### src/rtl/fmul_sched.sv
// Round-robin issue scheduler sharing one pipelined fmul between requesters,
// with id tracking and a credit-checked result FIFO.
module fmul_sched #(
   parameter  int NREQ  = 2,
   parameter  int LAT   = 2,
   parameter  int DEPTH = 4,
   parameter  int TAGW  = 5,
   localparam int IDW   = (NREQ > 1) ? $clog2(NREQ) : 1
) (
   input  logic                   clk,
   input  logic                   rst,
   input  logic [NREQ-1:0]        req_valid,
   output logic [NREQ-1:0]        req_ready,
   input  logic [NREQ*32-1:0]     req_a,
   input  logic [NREQ*32-1:0]     req_b,
   input  logic [NREQ*TAGW-1:0]   req_tag,
   output logic [31:0]            mul_a,
   output logic [31:0]            mul_b,
   output logic                   mul_flag,
   output logic [TAGW-1:0]        mul_addr,
   input  logic [31:0]            mul_result,
   input  logic                   mul_flag_o,
   input  logic [TAGW-1:0]        mul_addr_o,
   output logic                   res_valid,
   input  logic                   res_ready,
   output logic [31:0]            res_data,
   output logic [TAGW-1:0]        res_tag,
   output logic [IDW-1:0]         res_id,
   output logic                   err
);

   localparam int PW = $clog2(DEPTH);
   localparam int CW = $clog2(DEPTH + 1);
   localparam int FW = $clog2(LAT + 1);

   logic [NREQ-1:0][31:0]   a_arr;
   logic [NREQ-1:0][31:0]   b_arr;
   logic [NREQ-1:0][TAGW-1:0] t_arr;

   logic [IDW-1:0]  rr_ptr;
   logic [IDW-1:0]  gnt_id;
   logic [IDW-1:0]  cand;
   logic            gnt_any;
   logic            can_issue;

   logic [FW-1:0]   inflight;
   logic [FW-1:0]   drain;
   logic [LAT-1:0]  pipe_v;
   logic [IDW-1:0]  pipe_id [LAT];

   logic [CW-1:0]   fifo_cnt;
   logic [PW-1:0]   wr_ptr;
   logic [PW-1:0]   rd_ptr;
   logic [31:0]     mem_data [DEPTH];
   logic [TAGW-1:0] mem_tag  [DEPTH];
   logic [IDW-1:0]  mem_id   [DEPTH];

   logic            issue;
   logic            push;
   logic            pop;

   assign a_arr = req_a;
   assign b_arr = req_b;
   assign t_arr = req_tag;

   function automatic logic [PW-1:0] nxt(input logic [PW-1:0] p);
      return (p == PW'(DEPTH - 1)) ? '0 : p + 1'b1;
   endfunction

   // Credit check ignores a same-cycle pop, so it is conservative.
   assign can_issue = ((int'(fifo_cnt) + int'(inflight)) < DEPTH)
                      && (drain == '0) && !rst;

   always_comb begin
      gnt_any = 1'b0;
      gnt_id  = '0;
      cand    = '0;
      for (int k = 0; k < NREQ; k++) begin
         cand = IDW'((int'(rr_ptr) + k) % NREQ);
         if (!gnt_any && req_valid[cand]) begin
            gnt_any = 1'b1;
            gnt_id  = cand;
         end
      end
   end

   always_comb begin
      req_ready = '0;
      mul_a     = '0;
      mul_b     = '0;
      mul_addr  = '0;
      if (gnt_any && can_issue) begin
         req_ready[gnt_id] = 1'b1;
         mul_a    = a_arr[gnt_id];
         mul_b    = b_arr[gnt_id];
         mul_addr = t_arr[gnt_id];
      end
   end

   assign mul_flag = |req_ready;
   assign issue    = mul_flag;
   // Returns during the post-reset drain window are stale and dropped.
   assign push     = mul_flag_o && (drain == '0);
   assign pop      = res_valid && res_ready;

   always_ff @(posedge clk) begin
      if (rst) begin
         rr_ptr   <= '0;
         inflight <= '0;
         drain    <= FW'(LAT);
         pipe_v   <= '0;
         for (int i = 0; i < LAT; i++) pipe_id[i] <= '0;
         fifo_cnt <= '0;
         wr_ptr   <= '0;
         rd_ptr   <= '0;
         err      <= 1'b0;
      end else begin
         if (drain != '0) drain <= drain - 1'b1;

         if (issue)
            rr_ptr <= (gnt_id == IDW'(NREQ - 1)) ? '0 : gnt_id + 1'b1;

         pipe_v[0]  <= issue;
         pipe_id[0] <= gnt_id;
         for (int i = 1; i < LAT; i++) begin
            pipe_v[i]  <= pipe_v[i-1];
            pipe_id[i] <= pipe_id[i-1];
         end

         if ((drain == '0) && (pipe_v[LAT-1] != mul_flag_o)) err <= 1'b1;

         if (issue && !push)
            inflight <= inflight + 1'b1;
         else if (!issue && push && (inflight != '0))
            inflight <= inflight - 1'b1;

         if (push) wr_ptr <= nxt(wr_ptr);
         if (pop)  rd_ptr <= nxt(rd_ptr);

         if (push && !pop)
            fifo_cnt <= fifo_cnt + 1'b1;
         else if (!push && pop)
            fifo_cnt <= fifo_cnt - 1'b1;
      end
   end

   always_ff @(posedge clk) begin
      if (!rst && push) begin
         mem_data[wr_ptr] <= mul_result;
         mem_tag[wr_ptr]  <= mul_addr_o;
         mem_id[wr_ptr]   <= pipe_id[LAT-1];
      end
   end

   assign res_valid = (fifo_cnt != '0);
   assign res_data  = mem_data[rd_ptr];
   assign res_tag   = mem_tag[rd_ptr];
   assign res_id    = mem_id[rd_ptr];

endmodule
### config.mk
export PLATFORM = sky130hd
export DESIGN_NAME = fmul_sched
export DESIGN_NICKNAME = d
export VERILOG_FILES = /design/src/rtl/fmul_sched.sv
export SDC_FILE = /design/constraint.sdc
export NUM_CORES = 1
export LEC_CHECK = 0
export CAP_MARGIN = 40
export CORE_MARGIN = 2
export CORE_UTILIZATION = 48
export DETAILED_ROUTE_END_ITERATION = 8
export PLACE_DENSITY = 0.88
export SLEW_MARGIN = 40
export SYNTH_ARGS = -nofsm -noshare
export SYNTH_HDL_FRONTEND = slang
export SYNTH_SLANG_ARGS = --single-unit
### constraint.sdc
create_clock -name clk -period 5.4 [get_ports clk]
set_input_delay 0.54 -clock clk [delete_from_list [all_inputs] [get_ports clk]]
set_output_delay 0.54 -clock clk [all_outputs]
set_load 0.05 [all_outputs]
==> flow_metrics.py <==
metrics = {
    "setup_path": {
        "worstSetupEndpointType": "output pin",
        "arrival_ps": 3810,
        "crit_path_top_delay_cell": "clkdlybuf4s50_1",
        "worstSetupPathType": "input pin to output pin",
        "cp_cell_sequence": "clkdlybuf4s50_1 > or4b_4 > a311o_2 > buf_6 > a21oi_2 > clkdlybuf4s50_1",
        "startpoint_type": "input pin",
        "crit_path_frequent_cell": "clkdlybuf4s50_1",
        "crit_path_max_incr_delay_ps": 870,
        "critPathRequiredTime_ps": 4860,
        "critical_path_peak_fanout": 75,
    },
    "detailed_routing": {
        "first_pass_iters": 4,
        "routed_wl_mm": 21.6,
        "vias": 5395,
        "drtIter0Drc": 350,
        "drcViolationCount": 0,
        "vias_per_cell": 5.19,
        "wl_per_cell_um": 20.7,
        "ant_nets": 0,
    },
    "timing": {
        "setup_violations": 0,
        "max_freq_ghz": 0.230,
        "rsz0062_at_grt": "false",
        "worst_slack_ps": 1050,
        "hold_slack_ps": 454,
        "worst_pin_slew_ps": 840,
        "drv_slew": 0,
        "finalSetupTns_ps": 0,
        "slew_headroom_pct": 44.0,
        "period_minus_slack_ps": 4350,
        "hold_viol_final": 0,
        "fin_skew_ps": 7.49,
        "fin_crit_sh_pct": 80.5,
    },
    "cts": {
        "clk_path_buf_depth": 2,
        "cts.reportedPaths.clkPinSlew_ps": 60,
        "clk_latency_ps": 410,
        "hold_buffers": 0,
        "clock-sinks": 171,
        "htree_levels": 4,
        "cts_made_buffers": 17,
        "cts_resized": 0,
        "cts_post_setup_buffers_inserted": 0,
        "cts_tree": "built",
        "root_buffer": "clkbuf_16",
    },
    "synthesis": {
        "ys_seq_area_share_pct": 64.9,
        "ys_warn_count": 0,
        "synth_common_cells": "edfxtp_1, nand2_1, a21oi_2",
        "ys_seq_elements": 171,
        "synth_edf_count": 152,
        "synthTopCellsByArea": "edfxtp_1, mux4_2, a21oi_2",
        "avgSynthCellArea_um2": 14.5,
        "synth_top_area_cell": "edfxtp_1",
        "yosysTopAreaCellShare_pct": 60.0,
        "ys.flop_type": "edfxtp_1",
        "synthArstFlopShare_pct": 0,
        "synth_cells": 525,
        "ys_types": 35,
        "netlist_area_um2": 7610,
        "yosysMostFrequentCell": "edfxtp_1",
        "syn_nets": 715,
    },
    "floorplanning": {
        "initial_core_util_pct": 48.5,
        "placementRows": 46,
        "die_h_um": 130,
        "ios": 293,
        "dieArea_um2": 16900,
        "core_um2": 15700,
        "die_w_um": 130,
    },
    "run_status": {
        "status": "complete, no violations",
    },
    "grt": {
        "antenna_found_initial": 2,
        "grt_use_total_pct": 25.1,
        "overflow": 0,
        "grt_pass1_wl_mm": 31.2,
        "grt_start_max_net_pins": 76,
        "grt_pass1_vias": 5637,
    },
    "cells_and_area": {
        "area_delta_synth_final_pct": 48.4,
        "drive_gt1_share_pct": 19.0,
        "num-fill-cells": 1024,
        "fin_nets": 1000,
    },
    "place": {
        "pre_cts_slack_ps": 1080,
        "numPortBuffers": 292,
        "hpwl_mm": 15.1,
        "place.gp.congestion": 0.912,
    },
    "pwr": {
        "power.density_nw_per_um2": 378,
        "p_leak_uw": 0.00381,
        "peakVddDrop_mv": 0.230,
    },
    "job": {
        "drv_cap": 0,
    },
    "worst_hold_path": {
        "min_path_type": "flip-flop to flip-flop",
    },
}
-- worst max-delay path: cells and delay by family --
family | cells | cell delay, ps
AND/OR/NAND/NOR | 1 | 640
buffers and inverters | 3 | 1900
AO/OA/AOI/OAI | 2 | 670
-- cell usage in the layout (no fill, tap or decap), types with 2 or more instances in the layout --
| master | instances |
|---|---|
| nand2_1 | 147 |
| o211a_1 | 2 |
| xor2_1 | 4 |
| nor2_1 | 8 |
| bufinv_16 | 2 |
| inv_1 | 12 |
| nor3_1 | 2 |
| dfxtp_4 | 2 |
| a21oi_2 | 68 |
| ha_1 | 8 |
| a21oi_1 | 8 |
| inv_6 | 5 |
| nor2b_1 | 2 |
| clkbuf_16 | 17 |
| clkinvlp_4 | 2 |
| dfxtp_1 | 17 |
| clkinv_4 | 4 |
| edfxtp_1 | 152 |
| o21ai_0 | 2 |
| mux4_2 | 38 |
| clkinv_2 | 2 |
| and2_4 | 4 |
| clkdlybuf4s50_1 | 292 |
| or3_1 | 3 |
| buf_4 | 4 |
-- cell families after synthesis --
family                     Yosys count  share of synthesized area, %
DFF                                171                          64.9
adders and majority gates            9                          1.58
xor gates and xnor gates             4                         0.460
AOI/OAI and AO/OA                   87                          9.55
buffers and inverters               44                          3.02
muxes                               40                          11.5
and+or+nand+nor                    170                          8.92
-- metrics by stage --
step	power [uW]	util, %	area [um2]	cells
detailed placement	3110	68.1	10700	1007
CTS	4300	71.9	11300	1039
global route	4430	71.9	11300	1040
floorplan	2590	-	7610	525
finish	4270	71.9	11300	1040
global placement	3080	68.1	10700	1007
-- sequential cells by signal, indices dropped and copies added, names as in the netlist, named ones only --
register  flops
pipe_id       2
inflight      2
pipe_v        2
mem_data    128
rr_ptr        1
wr_ptr        2
mem_tag      20
mem_id        4
drain         2
rd_ptr        2
err           1
fifo_cnt      3
-- final cells by class --
type                       instances  area, um2  share of cell area, %
timing repair buffer             297       2960                   26.2
multi-input combinational        310       2470                   21.9
tap                              216        270                   2.39
sequential                       171       4950                   43.8
antenna                            1       2.50                 0.0221
clock buffer                      17        425                   3.76
clock inverter                    15        164                   1.45
inverter                          13       48.8                  0.432
-- routing by layer --
layer	vias to the layer above	track usage, %	share of wire, %
met2	232	44.3	53
met3	26	9.18	8.4
li1	2501	-	-
met4	0	6.14	1.8
met5	-	0	0
met1	2636	29.4	37
-- report_power, final --
group          switching, uW  leakage [uW]  internal [uW]
Clock                    500      0.000285            690
Combinational            897       0.00200            601
Sequential              84.0       0.00153           1500
Total                   1480       0.00381           2790
-- final timing paths --
path	from	end	slack, ps	depth (start not counted)
setup / recovery	rst	mul_b[13]	1050	6
hold / removal	pipe_id[0][0]	pipe_id[0][1]	450	1
setup reg to reg	drain[0]	inflight[1]	2720	7
hold reg to reg	pipe_id[0][0]	pipe_id[0][1]	450	1
Power figures use the tool's default switching activity.
